**src/rtl/mem_arb_pkg.sv**
```systemverilog
// Shared encodings for the memory-port arbiter: FSM states and port ownership codes.
package mem_arb_pkg;

  typedef enum logic [1:0] {
    ST_IDLE  = 2'd0,
    ST_BURST = 2'd1,
    ST_DONE  = 2'd2
  } state_t;

  typedef enum logic {
    OWN_I = 1'b0,
    OWN_D = 1'b1
  } owner_t;

endpackage

```
**src/rtl/rr_arb2.sv**
```systemverilog
// Two-way owner picker: a lone request wins outright; a tie goes to D under PRIO_D,
// otherwise to whichever port was not served last.
module rr_arb2
  import mem_arb_pkg::*;
#(
  parameter bit PRIO_D = 1'b0
) (
  input  logic   req_i,
  input  logic   req_d,
  input  owner_t last_owner,
  output owner_t owner
);

  always_comb begin
    owner = OWN_I;
    if (req_i && req_d) begin
      if (PRIO_D) begin
        owner = OWN_D;
      end else begin
        owner = (last_owner == OWN_I) ? OWN_D : OWN_I;
      end
    end else if (req_d) begin
      owner = OWN_D;
    end
  end

endmodule

```
**src/rtl/mem_arbiter.sv**
```systemverilog
// Shares one main-memory port between I-cache refills and D-cache refills/write-backs,
// running one aligned line burst of BURST beats per grant (IDLE -> BURST -> DONE).
module mem_arbiter
  import mem_arb_pkg::*;
#(
  parameter int BURST  = 4,
  parameter int AW     = 32,
  parameter int PRIO_D = 0
) (
  input  logic          clk,
  input  logic          rst,
  input  logic          i_req,
  input  logic [AW-1:0] i_addr,
  output logic          i_gnt,
  output logic          i_rvalid,
  output logic [31:0]   i_rdata,
  output logic          i_done,
  input  logic          d_req,
  input  logic          d_we,
  input  logic [AW-1:0] d_addr,
  input  logic [31:0]   d_wdata,
  output logic          d_gnt,
  output logic          d_rvalid,
  output logic [31:0]   d_rdata,
  output logic          d_wnext,
  output logic          d_done,
  output logic          mem_valid,
  output logic          mem_we,
  output logic [AW-1:0] mem_addr,
  output logic [31:0]   mem_wdata,
  input  logic [31:0]   mem_rdata,
  input  logic          mem_ready,
  output logic          busy
);

  localparam int BW  = $clog2(BURST);
  localparam int OFS = BW + 2;
  localparam logic [AW-1:0] LINE_MASK = {{(AW-OFS){1'b1}}, {OFS{1'b0}}};
  localparam logic [BW-1:0] LAST_BEAT = BW'(BURST - 1);

  state_t        r_state, w_state_nxt;
  owner_t        r_owner, r_last_owner, w_pick;
  logic          r_we;
  logic [AW-1:0] r_base;
  logic [BW-1:0] r_beat;
  logic          w_any_req;
  logic [AW-1:0] w_beat_ofs;

  assign w_any_req  = i_req | d_req;
  assign w_beat_ofs = {{(AW-OFS){1'b0}}, r_beat, 2'b00};

  rr_arb2 #(.PRIO_D(PRIO_D != 0)) u_pick (
    .req_i      (i_req),
    .req_d      (d_req),
    .last_owner (r_last_owner),
    .owner      (w_pick)
  );

  always_ff @(posedge clk) begin
    if (!rst) r_state <= ST_IDLE;
    else      r_state <= w_state_nxt;
  end

  always_comb begin
    w_state_nxt = r_state;
    case (r_state)
      ST_IDLE:  if (w_any_req) w_state_nxt = ST_BURST;
      ST_BURST: if (mem_ready && (r_beat == LAST_BEAT)) w_state_nxt = ST_DONE;
      ST_DONE:  w_state_nxt = ST_IDLE;
      default:  w_state_nxt = ST_IDLE;
    endcase
  end

  // BURST is a power of two, so the beat counter wraps back to 0 on the last beat.
  always_ff @(posedge clk) begin
    if (!rst) begin
      r_owner      <= OWN_I;
      r_last_owner <= OWN_D;
      r_we         <= 1'b0;
      r_base       <= '0;
      r_beat       <= '0;
    end else begin
      case (r_state)
        ST_IDLE: if (w_any_req) begin
          r_owner <= w_pick;
          r_we    <= (w_pick == OWN_D) & d_we;
          r_base  <= ((w_pick == OWN_D) ? d_addr : i_addr) & LINE_MASK;
          r_beat  <= '0;
        end
        ST_BURST: if (mem_ready) r_beat <= r_beat + BW'(1);
        ST_DONE:  r_last_owner <= r_owner;
        default:  ;
      endcase
    end
  end

  always_comb begin
    i_gnt     = 1'b0;
    d_gnt     = 1'b0;
    i_rvalid  = 1'b0;
    d_rvalid  = 1'b0;
    d_wnext   = 1'b0;
    i_done    = 1'b0;
    d_done    = 1'b0;
    mem_valid = 1'b0;
    mem_we    = 1'b0;
    mem_addr  = '0;
    i_rdata   = mem_rdata;
    d_rdata   = mem_rdata;
    mem_wdata = d_wdata;
    busy      = (r_state != ST_IDLE);
    if (r_state != ST_IDLE) begin
      i_gnt = (r_owner == OWN_I);
      d_gnt = (r_owner == OWN_D);
    end
    if (r_state == ST_BURST) begin
      mem_valid = 1'b1;
      mem_we    = r_we;
      mem_addr  = r_base + w_beat_ofs;
      i_rvalid  = mem_ready & ~r_we & (r_owner == OWN_I);
      d_rvalid  = mem_ready & ~r_we & (r_owner == OWN_D);
      d_wnext   = mem_ready &  r_we & (r_owner == OWN_D);
    end
    if (r_state == ST_DONE) begin
      i_done = (r_owner == OWN_I);
      d_done = (r_owner == OWN_D);
    end
  end

endmodule

```
**config.mk**
```make
export PLATFORM = sky130hd
export DESIGN_NAME = mem_arbiter
export DESIGN_NICKNAME = d
export VERILOG_FILES = /design/src/rtl/mem_arb_pkg.sv /design/src/rtl/rr_arb2.sv /design/src/rtl/mem_arbiter.sv
export SDC_FILE = /design/constraint.sdc
export NUM_CORES = 1
export LEC_CHECK = 0
export ABC_AREA = 0
export CAP_MARGIN = 20
export CORE_AREA = 4 4 102 104
export CTS_CLUSTER_DIAMETER = 80
export DETAILED_ROUTE_END_ITERATION = 8
export DIE_AREA = 0 0 106 108
export GPL_TIMING_DRIVEN = 0
export PLACE_DENSITY_LB_ADDON = 0.08
export SLEW_MARGIN = 20
export SYNTH_ARGS = -nofsm -noshare
export SYNTH_HDL_FRONTEND = slang
export SYNTH_HIERARCHICAL = 1
export SYNTH_SLANG_ARGS = --single-unit
```
**constraint.sdc**
```tcl
create_clock -name clk -period 2.2 [get_ports clk]
set_clock_uncertainty 0.1 [all_clocks]
set_input_delay 0.33 -clock clk [delete_from_list [all_inputs] [get_ports clk]]
set_output_delay 0.33 -clock clk [all_outputs]
set_load 0.03 [all_outputs]
```
==> qor.txt <==
run status: complete, no violations
gr usage total: 0.1531
CP Capture Type: primary output
I/O Pins: 272
final instance area: 4846 um^2
layout cells sized above 1: 0.3008
Final Slew Violations: 0
number of synthesized flops with an enable pin: 0
syn avg cell area: 8.416 um^2
Layout area overhead: 87.55%
number of global-route vias before repair: 2774
GR Overflow Total: 0
endpoints failing hold: 0
Die Width: 106 um
Syn Inst Count: 307
DRC viols: 0
FP Rows: 36
detailed placement HPWL: 7.610 mm
Final Setup Violations: 0
async set or reset register ratio after synthesis: 0
PortBufs: 197
RePlAce Congestion: 0.7050
Worst EP required: 1.77 ns
CP Class: input port to primary output
initial antenna violation count: 0
Worst slew margin: 0.6556
Worst-Skew Late Latency: 0.28 ns
Static Leak: 2.044 nW
predominant post-synthesis flop cell: dfxtp_1
post-route setup TNS: 0 ns
CTS tree: yes
RSZ-0062 raised after global routing: no
most frequent cell after synthesis: buf_4
fin crit share: 0.9559
Final Routed Wirelength: 9.225 mm
clock tree sinks: 35
Fillers: 960
register bit total from synthesis: 35
sequential fraction of the synthesis area: 0.2712
nets: 647
routed vias/inst: 4.164
clk buf depth: 2
most frequent cells after synthesis: 103 x buf_4, 35 x dfxtp_1, 31 x and2_1
post-synthesis cell area: 2584 um^2
Wirelength per Cell: 14.30 um
first-pass GRT wire length: 14.10 mm
Hold Crit Class: flip-flop to flip-flop
TritonRoute pass-1 iters: 4
worst slew pin tran: 0.5165 ns
placed cells: 638
total core area: 9549 um^2
via count: 2686
final hold slack: 0.4015 ns
Worst-path clk slew: 0.07 ns
FMAX: 475.5 MHz
Starting Density: 0.2706
library cells used by synthesis: 27
peak supply drop: 0.0002074 V
DP Worst Slack: -0.3172 ns
final setup margin: 0.09709 ns
non-filler cells in the finished layout: 645
power per cell area: 455.3 nW/um^2
H-tree depth: 2
max_cap viols: 0
Synth top area share: 0.2993
ANT nets after route: 0
crit path time final: 2.103 ns
critical path data arrival time: 1.67 ns
Die ar.: 11450 um^2
startpoint types: input port
Root Buffer: clkbuf_8
Detailed Route Iter0 Violations: 57
die extent in y: 108 um
total CTS buffers: 5
# hold bufs at CTS: 0
largest net degree at the start of global routing: 11
largest area contributor in the netlist: buf_4
Critical Path Fanout Max: 6
Total Power: 2.207 mW
total number of yosys warnings: 6
final core occ: 0.5075
Antenna Cells: 0
placed inst area: 4726 um^2
Synth area leaders: buf_4 30%, dfxtp_1 27%, mux2i_1 11%
-- per-layer routing --
layer  part of all wire  track usage
met1               0.37       0.1675
met2               0.52       0.2860
met3               0.11      0.05851
met4             0.0043      0.02498
met5                  0            0
-- cell families (layout without fill, tap and decap cells) --
logic type | after synthesis | count (layout) | share of synthesized area
other cells | 1 | 2 | 0.001451
simple gates | 56 | 56 | 0.1259
buf+inv | 120 | 324 | 0.3274
fa+ha+maj | 1 | 1 | 0.004842
mux | 28 | 28 | 0.1085
compound gates | 66 | 66 | 0.1608
flops | 35 | 35 | 0.2712
-- cell usage in the layout, fill, tap and decap left out, drive strengths merged --
cell type,synthesis,final
a211o,1,1
a211oi,28,28
a21boi,1,1
a21oi,30,30
a22oi,1,1
and2,31,31
and2b,1,1
buf,110,110
clkbuf,7,14
clkdlybuf4s15,0,29
clkdlybuf4s50,0,159
clkinv,0,1
conb,1,2
dfxtp,35,35
dlygate4sd2,0,7
dlymetal6s2s,0,1
ha,1,1
inv,3,3
mux2i,28,28
nand2,5,5
nand2b,2,2
nand3,2,2
nand3b,1,1
nand4,1,1
nor2,10,10
nor3,2,2
o21ai,3,3
o22ai,2,2
or2,1,1
-- worst max-delay path, cell delays in order --
cell             delay, ns
clkdlybuf4s50_1       0.50
nand3b_1              0.21
nor3_1                0.20
clkdlybuf4s15_1       0.43
-- where the power goes --
group	internal, mW	leakage [nW]	switching [mW]
Combinational	0.506	1.71	0.507
Clock	0.246	0.0470	0.230
Sequential	0.691	0.290	0.0271
-- what timing repair did --
item / in CTS / in global routing
endpoints found under the setup margin: 37 / 32
resized for setup: 97 / 6
setup buffers: 0 / 0
pin swaps: 0 / 0
-- worst paths after layout --
check / start / to / slack [ns] / depth (start not counted)
min reg2reg: r_last_owner$_SDFFE_PN1N_ / r_last_owner$_SDFFE_PN1N_ / 0.40 / 1
max reg2reg: r_state[0]$_SDFFE_PN0P_ / r_base[19]$_SDFFE_PN0P_ / 0.66 / 5
min: r_last_owner$_SDFFE_PN1N_ / r_last_owner$_SDFFE_PN1N_ / 0.40 / 1
max: mem_ready / d_rvalid / 0.1 / 4
-- flip-flops by register name, summed over array words and instances (netlist names) --
signal and flops:
r_beat 2, r_base 28, r_owner 1, r_we 1, r_state 2, r_last_owner 1
-- layout make-up --
cell class | count | area (um^2) | area share
Buffer | 117 | 842.1 | 0.1738
Clock buffer | 6 | 82.58 | 0.01704
Clock inverter | 1 | 5.005 | 0.001033
Inverter | 3 | 11.26 | 0.002324
Multi-Input combinational cell | 153 | 1042 | 0.2151
Sequential cell | 35 | 700.7 | 0.1446
Tap cell | 133 | 166.4 | 0.03434
Timing Repair Buffer | 197 | 1996 | 0.4118
(Power assumes the default switching activity.)
